### config.mk
export PLATFORM = sky130hd
export DESIGN_NAME = router_ingress_arbiter
export DESIGN_NICKNAME = d
export VERILOG_FILES = /design/src/rtl/router_ingress_arbiter.sv
export SDC_FILE = /design/constraint.sdc
export NUM_CORES = 1
export LEC_CHECK = 0
export CAP_MARGIN = 20
export CORE_MARGIN = 2
export CORE_UTILIZATION = 57
export DETAILED_ROUTE_END_ITERATION = 10
export GPL_ROUTABILITY_DRIVEN = 0
export PLACE_DENSITY = 0.79
export SKIP_LAST_GASP = 1
export SYNTH_ARGS = -nofsm -noshare
export SYNTH_HDL_FRONTEND = slang
export SYNTH_SLANG_ARGS = --single-unit
### constraint.sdc
create_clock -name clk -period 2.73 [get_ports clk]
set_input_delay 0.273 -clock clk [delete_from_list [all_inputs] [get_ports clk]]
set_output_delay 0.273 -clock clk [all_outputs]
set_load 0.005 [all_outputs]
### src/rtl/router_ingress_arbiter.sv
// Three-port ingress stage. Each port has its own FIFO, and a round-robin arbiter pops one
// word per cycle into a registered output toward the router. Words addressed to dest 11 are counted, not queued.
module router_ingress_arbiter #(
    parameter int FIFO_DEPTH = 4
) (
    input  logic        clk,
    input  logic        rst,
    input  logic [2:0]  in_valid,
    output logic [2:0]  in_ready,
    input  logic [11:0] in_data,
    input  logic [5:0]  in_dest,
    input  logic        stall,
    output logic [3:0]  data_out,
    output logic [1:0]  sel_out,
    output logic        valid_out,
    output logic [1:0]  grant_port,
    output logic [7:0]  drop_count
);
    localparam int PW = (FIFO_DEPTH > 1) ? $clog2(FIFO_DEPTH) : 1;
    localparam int CW = PW + 1;

    logic [2:0] push;
    logic [2:0] drop;
    logic [2:0] nonempty;
    logic [2:0] pop;
    logic [2:0] full;
    logic [5:0] head [3];

    logic [1:0] last_grant_reg;
    logic [1:0] winner;
    logic       pop_any;
    logic [5:0] win_word;

    logic       valid_out_reg;
    logic [3:0] data_out_reg;
    logic [1:0] sel_out_reg;
    logic [1:0] grant_port_reg;
    logic [7:0] drop_count_reg;
    logic [7:0] drop_count_next;

    genvar gi;
    generate
        for (gi = 0; gi < 3; gi++) begin : g_port
            logic [5:0]    mem [FIFO_DEPTH];
            logic [PW-1:0] wr_ptr_reg;
            logic [PW-1:0] rd_ptr_reg;
            logic [CW-1:0] count_reg;
            logic [1:0]    dest;
            logic [3:0]    data;

            assign dest = in_dest[2*gi +: 2];
            assign data = in_data[4*gi +: 4];

            // Readiness depends only on registered occupancy, never on this cycle's pop.
            assign full[gi]     = (count_reg == CW'(FIFO_DEPTH));
            assign nonempty[gi] = (count_reg != '0);
            assign push[gi]     = in_valid[gi] & ~full[gi] & (dest != 2'b11);
            assign drop[gi]     = in_valid[gi] & ~full[gi] & (dest == 2'b11);
            assign pop[gi]      = pop_any & (winner == 2'(gi));
            assign head[gi]     = mem[rd_ptr_reg];

            always_ff @(posedge clk) begin
                if (push[gi]) begin
                    mem[wr_ptr_reg] <= {dest, data};
                end
            end

            always_ff @(posedge clk or posedge rst) begin
                if (rst) begin
                    wr_ptr_reg <= '0;
                    rd_ptr_reg <= '0;
                    count_reg  <= '0;
                end else begin
                    if (push[gi]) begin
                        wr_ptr_reg <= wr_ptr_reg + PW'(1);
                    end
                    if (pop[gi]) begin
                        rd_ptr_reg <= rd_ptr_reg + PW'(1);
                    end
                    case ({push[gi], pop[gi]})
                        2'b10:   count_reg <= count_reg + CW'(1);
                        2'b01:   count_reg <= count_reg - CW'(1);
                        default: count_reg <= count_reg;
                    endcase
                end
            end
        end
    endgenerate

    assign in_ready = ~full;

    // Candidate order starts just after the last winner, ending with the last winner itself.
    always_comb begin
        logic [1:0] c0;
        logic [1:0] c1;
        logic [1:0] c2;
        pop_any = 1'b0;
        winner  = 2'b11;
        case (last_grant_reg)
            2'd0:    begin c0 = 2'd1; c1 = 2'd2; c2 = 2'd0; end
            2'd1:    begin c0 = 2'd2; c1 = 2'd0; c2 = 2'd1; end
            default: begin c0 = 2'd0; c1 = 2'd1; c2 = 2'd2; end
        endcase
        if (!stall) begin
            if (nonempty[c0]) begin
                pop_any = 1'b1;
                winner  = c0;
            end else if (nonempty[c1]) begin
                pop_any = 1'b1;
                winner  = c1;
            end else if (nonempty[c2]) begin
                pop_any = 1'b1;
                winner  = c2;
            end
        end
    end

    always_comb begin
        case (winner)
            2'd0:    win_word = head[0];
            2'd1:    win_word = head[1];
            default: win_word = head[2];
        endcase
    end

    always_comb begin
        logic [1:0] drop_num;
        logic [8:0] sum;
        drop_num = {1'b0, drop[0]} + {1'b0, drop[1]} + {1'b0, drop[2]};
        sum      = {1'b0, drop_count_reg} + {7'b0, drop_num};
        drop_count_next = sum[8] ? 8'hFF : sum[7:0];
    end

    always_ff @(posedge clk or posedge rst) begin
        if (rst) begin
            last_grant_reg <= 2'd2;
            valid_out_reg  <= 1'b0;
            data_out_reg   <= '0;
            sel_out_reg    <= '0;
            grant_port_reg <= 2'b11;
            drop_count_reg <= '0;
        end else begin
            drop_count_reg <= drop_count_next;
            if (pop_any) begin
                last_grant_reg <= winner;
                valid_out_reg  <= 1'b1;
                data_out_reg   <= win_word[3:0];
                sel_out_reg    <= win_word[5:4];
                grant_port_reg <= winner;
            end else begin
                valid_out_reg  <= 1'b0;
                grant_port_reg <= 2'b11;
            end
        end
    end

    assign valid_out  = valid_out_reg;
    assign data_out   = data_out_reg;
    assign sel_out    = sel_out_reg;
    assign grant_port = grant_port_reg;
    assign drop_count = drop_count_reg;

endmodule
**After elaboration in Yosys (flattened, before gate mapping)**

Memories as Yosys holds them, arrays and structs flattened.
Cells that the tools add are included.

- Register bits: 40
- RAM bits: 72
- Input bits: 24
- Memories kept: 3
- Word-level logic and storage cells: 108

- Bitwise gates (word level): 16
- Muxes and demuxes: 30
- Reduce and logical (&&, ||, !) cells: 8
- Magnitude comparators: 3
- Equality and inequality tests: 18
- Add/sub/neg operators: 15

Memories:

| memory | depth | bits a word | read ports | clocked after memory_dff | write ports | RTL line | RTL |
|---|---|---|---|---|---|---|---|
| g_port[0].mem | 4 | 6 | 1 | 0 | 1 | 44 | `logic [5:0] mem [FIFO_DEPTH];` |
| g_port[1].mem | 4 | 6 | 1 | 0 | 1 | 44 |  |
| g_port[2].mem | 4 | 6 | 1 | 0 | 1 | 44 |  |

Operator list:

| kind | number |
|---|---|
| $pmux W3 S2 | 3 |
| $eq A2 B2 Y1 const B | 7 |
| $mux W1 | 14 |
| $add A2 B1 Y2 const B | 6 |
| $and A1 B1 Y1 | 12 |
| $pmux W2 S2 | 3 |
| $pmux W6 S2 | 1 |
| $eq A2 B1 Y1 const B | 5 |
| $mux W2 | 5 |
| $add A3 B1 Y3 const B | 3 |
| $add A8 B2 Y9 | 1 |
| $eq A3 B3 Y1 const B | 3 |
| $lt A2 B3 Y1 const B | 3 |
| $reduce_bool A3 Y1 | 3 |
| $sub A3 B1 Y3 const B | 3 |
| $mux W8 | 1 |
| $bmux W1 S2 | 3 |
| $ne A2 B2 Y1 const B | 3 |
| $reduce_bool A2 Y1 | 3 |
| $logic_not A2 Y1 | 2 |
| $not A1 Y1 | 3 |
| $not A3 Y3 | 1 |
| $add A1 B1 Y2 | 1 |
| $add A2 B1 Y2 | 1 |

**Depth between registers and ports, before layout**

Gate-level depths: netlist (run 1).

- Depth after elaboration: 12
- Gate-level depth with buffers: 10
- Mapped depth without buffers: 10

**Least setup slack after synthesis (run 1)**

No wires, ideal clock.

- Path type: reg2reg
- Start: reg g_port[0].count_reg[2]
- End: reg drop_count_reg[3], in the netlist drop_count[3]
- Period minus slack after synthesis: 2526 ps
- Required time: 2598 ps
- Data arrival time: 2394 ps
- Stages on the path, launching flop included: 10
- Path buffers: 0
- Setup time: 132 ps
- Path slack: 204 ps
- Cell sequence: dfrtp_1 > or3b_2 > nand4_1 > fa_1 > inv_1 > ha_1 > fa_1 > and3_1 > nand3_1 > o21ai_0

- Cells in the longest elaborated chain, start to end: 8

RTL lines:

| item | RTL line | RTL |
|---|---|---|
| start, declared | 47 | `logic [CW-1:0] count_reg;` |
| start signal, assigned | 81 | `2'b10: count_reg <= count_reg + CW'(1);` |
| start signal, assigned | 82 | `2'b01: count_reg <= count_reg - CW'(1);` |
| start signal, assigned | 83 | `default: count_reg <= count_reg;` |
| $eq A3 B3 Y1 | 55 | `assign full[gi] = (count_reg == CW'(FIFO_DEPTH));` |
| $not A1 Y1 | 58 | `assign drop[gi] = in_valid[gi] & ~full[gi] & (dest == 2'b11);` |
| $and A1 B1 Y1 (2 in a row) | 58 |  |
| $add A1 B1 Y2 | 129 | `drop_num = {1'b0, drop[0]} + {1'b0, drop[1]} + {1'b0, drop[2]};` |
| $add A2 B1 Y2 | 129 |  |
| $add A8 B2 Y9 | 130 | `sum = {1'b0, drop_count_reg} + {7'b0, drop_num};` |
| $mux W8 | 131 | `drop_count_next = sum[8] ? 8'hFF : sum[7:0];` |
| named net drop_count_next[3] | 39 | `logic [7:0] drop_count_next;` |
| end signal, assigned | 143 | `drop_count_reg <= drop_count_next;` |
| end, declared | 38 | `logic [7:0] drop_count_reg;` |

The timed path passes the listed nets, and every way through them passes these cells.
A chain may end at the register's enable or synchronous reset.

**Worst setup path in the final report (run 1)**

- Start: reg g_port[2].count_reg[1]
- End: reg drop_count_reg[7], in the netlist drop_count[7]

- Cells in the longest elaborated chain, start to end: 7

RTL lines:

| item | RTL line |
|---|---|
| start, declared | 47 |
| start signal, assigned | 81 |
| start signal, assigned | 82 |
| start signal, assigned | 83 |
| $eq A3 B3 Y1 | 55 |
| $not A1 Y1 | 58 |
| $and A1 B1 Y1 (2 in a row) | 58 |
| $add A2 B1 Y2 | 129 |
| $add A8 B2 Y9 | 130 |
| $mux W8 | 131 |
| named net drop_count_next[7] | 39 |

The timed path passes the listed nets, and every way through them passes these cells.

==> results of run 1 <==
==> kinds of logic after synthesis <==
family	Yosys count	synth area share, %
AO/OA/AOI/OAI	46	7.370
XOR/XNOR	20	3.451
adder cells (fa/ha/maj)	22	6.162
buffers and inverters	37	3.031
flip-flops	112	62.39
multiplexers	25	9.465
AND/OR/NAND/NOR	66	8.134
==> worst reg2reg max path, cell delays in order, from the launching register on <==
cell and delay [ns]:
dfrtp_1 0.39, or3b_4 0.41, nand4_1 0.20, fa_1 0.44
inv_1 0.08, ha_2 0.18, a21o_1 0.17, nand4_1 0.16
nor2_1 0.15, mux2_2 0.34
==> through the flow <==
stage	TNS, ns	std cells	total power (uW)	setup WS [ns]	cell area, um^2
2_1_floorplan	0	328	4224	0.2043	5076
3_3_place_gp	-0.5612	488	4956	-0.1317	5736
3_5_place_dp	-1.503	488	5075	-0.2773	5736
4_1_cts	0	504	6049	0.002552	5939
5_1_grt	0	505	6407	0.02223	5961
6_report	0	505	6007	0.1225	5961
==> layout by cell type, fill, tap and decap left out, types with 4 or more instances in the layout <==
cell and n:
dfrtp_1 37, and2_1 12, mux2_2 4, a21o_1 8
clkdlybuf4s50_1 43, xor2_1 11, nand3_1 7, edfxtp_1 72
a21oi_1 6, o211ai_1 8, mux4_2 18, nor2_1 12
a32oi_1 6, xnor2_1 9, clkbuf_8 10, buf_4 21
a31oi_1 7, fa_1 4, inv_1 26, ha_1 16
nand2_1 9
==> area by class of cell <==
| class | count | share of cell area (%) |
|---|---|---|
| Inverter | 26 | 1.637 |
| Clock buffer | 10 | 2.309 |
| Sequential cell | 112 | 53.13 |
| Timing Repair Buffer | 64 | 9.866 |
| Multi-Input combinational cell | 179 | 29.79 |
| Clock inverter | 6 | 1.008 |
| Tap cell | 108 | 2.267 |
==> per-layer routing <==
metal | GRT usage [%] | up-vias
li1 | - | 1345
met1 | 28.79 | 1422
met2 | 32.50 | 64
met3 | 2.935 | 10
met4 | 7.587 | 0
met5 | 0 | -
==> timing repair <==
item / 4_1_cts / 5_1_grt
pin swaps: 1 / 5
resized for setup: 2 / 6
setup buffers: 0 / 1
endpoints found under the setup margin: 7 / 9
==> how the worst max path moves through the flow <==
| stage | startpoint | endpoint | cells after the start |
|---|---|---|---|
| global route | g_port[2].count_reg[1] | drop_count[7] | 9 |
| finish | g_port[2].count_reg[1] | drop_count[7] | 9 |
| CTS | g_port[2].count_reg[1] | drop_count[6] | 10 |
| global placement | in_dest[4] | drop_count[3] | 9 |
| floorplan | g_port[0].count_reg[2] | drop_count[3] | 9 |
| detailed placement | in_dest[5] | drop_count[3] | 9 |
==> where the power goes <==
part           leakage [uW]  internal (uW)  switching [uW]
registers           0.00112           2290             410
clock network      0.000102            381             576
logic               0.00106           1250            1100
total               0.00228           3920            2090
==> metrics.cfg, run 1 <==
[outcome]
status=finished, final reports clean

[sta]
hold_slack_ns=0.3187
tightest_slew_ns=0.5152
rsz0062_at_grt=no
finalCriticalPeriod_ns=2.608
finalSetupViolCount=0
finalMaxSlewViolations=0
hold_violations=0
final.setup_skew_ns=0.009687
period_share_pct=95.51
max_slew_margin_pct=65.66
timing.fmax_mhz=383.5

[routing]
drtIter0Drc=194
dr.pass1.iters=4
met3_length_um=320
drc=0
wirelength_um=9049
num_vias=2841
wl_met1_um=3978
highest-signal-layer=met4
vias_per_cell=5.626
dr_wl_met2_um=4585
ant_nets=0
wl_per_cell_um=17.92

[worst_setup_path]
reg2reg_from=g_port[2].count_reg[1]
path_cells=or3b_4 -> nand4_1 -> fa_1 -> inv_1 -> ha_2 -> a21o_1 -> nand4_1 -> nor2_1 -> mux2_2
setup.worst_path.start_class=flop
cp_common_cell=nand4_1
crit_required_ns=2.99
r2r_cells=9
worstPathArrival_ns=2.87
critical_path.max_stage_delay_ns=0.43
crit_type=reg -> reg
crit_fanout=3
critical-path-slowest-cell=fa_1
end_kind=flop
r2r_setup_slack_ns=0.12
r2r_end=drop_count[7]
path_delay_family=simple AND/OR/NAND/NOR gates
worst-path-buf-inv=1

[floorplanning]
fp.coreArea_um2=8678
die_x_um=98.37
io_pins=44
rows=34
design.die.area_um2=9677
start_util_pct=58.49
die_h_um=98.37

[power]
leakagePower_uw=0.002278
vdd_drop_max_v=0.0004804
power_density_nw_per_um2=1008

[cells_and_area]
utilization_pct=68.69
nets=438
drive_gt1_share_pct=20.91
largest_reg_flops=72
seq_area_um2=3167
multiInputGateArea_um2=1775
diodes=0
nFillCells=643
area_growth_pct=17.43

[global_routing]
grt_max_degree=41
grt_pass1_vias=2937
grt_antenna_before_repair=0
grt-ovfl-total=0
grtUsageTotal_pct=20.29
grt_pass1_wl_um=15080

[yosys]
ys_ff_latch=112
syn_inst=328
yosys-top-cells-area=edfxtp_1 (43%), dfrtp_1 (18%), mux4_2 (8.0%)
syn_area_um2=5076
synth_edf_count=72
ys_types=48
synth_common_cells=edfxtp_1 (72), dfrtp_1 (37), inv_1 (26)
synth_top_area_cell=edfxtp_1
ys_seq_area_share_pct=62.39
yosys_warnings=0
synthArstFlopShare_pct=35.71
synth_flop_cell=edfxtp_1
synth_top_area_share_pct=42.59
syn_nets=374
yosysMostFrequentCell=edfxtp_1
avgSynthCellArea_um2=15.48

[clocking]
cts-root-buf=clkbuf_8
clk_pin_slew_ns=0.10
cts_buffers=9
htree_num_levels=3
insertion_delay_ns=0.37
cts.path.max_buffers=2
cts_tree=done
cts.sink_count=112
ctsHoldBuffers=0

[flow_run]
cap_violations=0

[placement]
io_buffers=43
dp_hpwl_um=6720

[worst_hold_path]
hp-class=in -> async

Power figures use the tool's default switching activity.
==> run 2: changes to the inputs <==
--- a/config.mk
+++ b/config.mk
@@ -10,6 +10,7 @@
 export CORE_UTILIZATION = 57
 export DETAILED_ROUTE_END_ITERATION = 10
 export GPL_ROUTABILITY_DRIVEN = 0
+export HOLD_SLACK_MARGIN = 0.12
 export PLACE_DENSITY = 0.79
 export SKIP_LAST_GASP = 1
 export SYNTH_ARGS = -nofsm -noshare
==> results of run 2 <==
Final layout, timing and power as in run 1 (identical DEF).
==> run 3: changes to the inputs <==
--- a/config.mk
+++ b/config.mk
@@ -12,6 +12,7 @@
 export GPL_ROUTABILITY_DRIVEN = 0
 export HOLD_SLACK_MARGIN = 0.12
 export PLACE_DENSITY = 0.79
+export RECOVER_POWER = 100
 export SKIP_LAST_GASP = 1
 export SYNTH_ARGS = -nofsm -noshare
 export SYNTH_HDL_FRONTEND = slang
==> run 3 against run 2 <==
Core utilization down 1.0 points. Worst setup slack lost 0.0033 ns. Sequential cell count unchanged. Global-route usage unchanged. Clock power about the same. Cell count unchanged. Clock skew hardly changed. Non-clock buffer count stayed put. Largest power group unchanged.
==> metrics.cfg, run 3 (synthesized netlist as in run 1, its figures left out) <==
[power]
vdd_drop_max_v=0.0004638
power_density_nw_per_um2=997.5
leakagePower_uw=0.002224

[worst_hold_path]
hp-class=reg -> reg
hold_path_depth=1
whs_endpoint=last_grant_reg[0]
hp-start=last_grant_reg[0]

[cells_and_area]
nFillCells=663
final_common_cell=edfxtp_1
drive_gt1_share_pct=17.13
area_growth_pct=15.65
stdcell_count=505
nets=438
largest_reg_flops=72
diodes=0
mostFrequentLayoutCells=edfxtp_1 (72), dlygate4sd3_1 (39), dfrtp_1 (37)

[clocking]
cts_tree=done
insertion_delay_ns=0.37
cts_buffers=9
cts-root-buf=clkbuf_8
cts.sink_count=112
htree_num_levels=3
clk_pin_slew_ns=0.11
cts.path.max_buffers=2
ctsHoldBuffers=0

[sta]
tightest_slew_ns=1.004
worst_slack_ns=0.1192
finalMaxSlewViolations=0
hold_slack_ns=0.5528
hold_violations=0
finalSetupViolCount=0
timing.fmax_mhz=383.0
final.setup_skew_ns=0.01013
finalCriticalPeriod_ns=2.611
rsz0062_at_grt=no
max_slew_margin_pct=33.08
period_share_pct=95.63

[worst_setup_path]
reg2reg_from=g_port[2].count_reg[1]
path_cells=or3b_4 -> nand4_1 -> fa_1 -> inv_1 -> ha_2 -> a21o_1 -> nand4_1 -> nor2_1 -> mux2_2
worst-path-buf-inv=1
end_kind=flop
path_delay_family=simple AND/OR/NAND/NOR gates
r2r_end=drop_count[7]
r2r_cells=9
cp_common_cell=nand4_1
crit_type=reg -> reg
r2r_setup_slack_ns=0.12
worstPathArrival_ns=2.87
crit_required_ns=2.99
critical-path-slowest-cell=fa_1
critical_path.max_stage_delay_ns=0.43
setup.worst_path.start_class=flop
crit_fanout=3

[floorplanning]
start_util_pct=58.49
rows=34
die_x_um=98.37
fp.coreArea_um2=8678
design.die.area_um2=9677
die_h_um=98.37
io_pins=44

[global_routing]
grt_pass1_wl_um=15080
grt_pass1_vias=2937
grt_max_degree=41
grt-ovfl-total=0
grt_antenna_before_repair=0
grtUsageTotal_pct=20.29

[routing]
vias_per_cell=5.675
drtIter0Drc=163
ant_nets=0
drc=0
num_vias=2866
wl_per_cell_um=17.98
dr.pass1.iters=4
wirelength_um=9078

[placement]
pre_cts_slack_ns=-0.2773
io_buffers=43
dp.cells=488
dp_hpwl_um=6720

[outcome]
status=finished, final reports clean

[flow_run]
cap_violations=0

==> run 3: changes by cell type in the layout (fill, tap and decap cells not counted), moves of 10 or more <==
cell,previous run,this run
and2_1,12,0
clkbuf_1,0,10
clkdlybuf4s50_1,43,4
dlygate4sd3_1,0,39
buf_4,21,9
and2_0,0,12
==> run 3: worst max-delay path by stage <==
stage,to,cells after the start,from
3_3_place_gp,drop_count[3],9,in_dest[4]
2_1_floorplan,drop_count[3],9,g_port[0].count_reg[2]
3_5_place_dp,drop_count[3],9,in_dest[5]
6_report,drop_count[7],9,g_port[2].count_reg[1]
4_1_cts,drop_count[6],10,g_port[2].count_reg[1]
5_1_grt,drop_count[7],9,g_port[2].count_reg[1]
==> run 3: cell type report <==
type                       instances  area [um^2]  share of cell area (%)
clock buffer                      10        137.6                   2.344
inverter                          26        97.59                   1.662
clock inverter                     6        60.06                   1.023
tap                              108        135.1                   2.302
timing repair buffer              64        548.0                   9.335
sequential                       112         3167                   53.94
multi-input combinational        179         1725                   29.39
==> run 3: where the power goes <==
group          switching [uW]  internal (uW)  leakage (uW)  total (uW)
Clock                     579            381      0.000102         960
Sequential                400           2290       0.00112        2690
Combinational            1070           1130       0.00100        2210
Total                    2050           3800       0.00222        5860
==> run 3: timing repair <==
action | CTS | global route
setup endpoints to repair | 7 | 9
pin swaps | 1 | 5
gates resized for setup | 2 | 6
setup buffers | 0 | 1
==> run 3: per-stage QoR <==
stage	TNS [ns]	cell area, um^2	power, uW	utilization, %
3_3_place_gp	-0.5612	5736	4956	66.09
4_1_cts	0	5939	6049	68.44
2_1_floorplan	0	5076	4224	-
6_report	0	5871	5856	67.65
5_1_grt	0	5871	6255	67.65
3_5_place_dp	-1.503	5736	5075	66.09
==> run 3: per-layer routing <==
layer / vias to the layer above / share of wire (%) / GRT usage (%)
met5: - / 0 / 0
met4: 0 / 2.0 / 7.587
met3: 12 / 3.0 / 2.935
met2: 64 / 50 / 32.50
met1: 1442 / 45 / 28.79
li1: 1348 / - / -
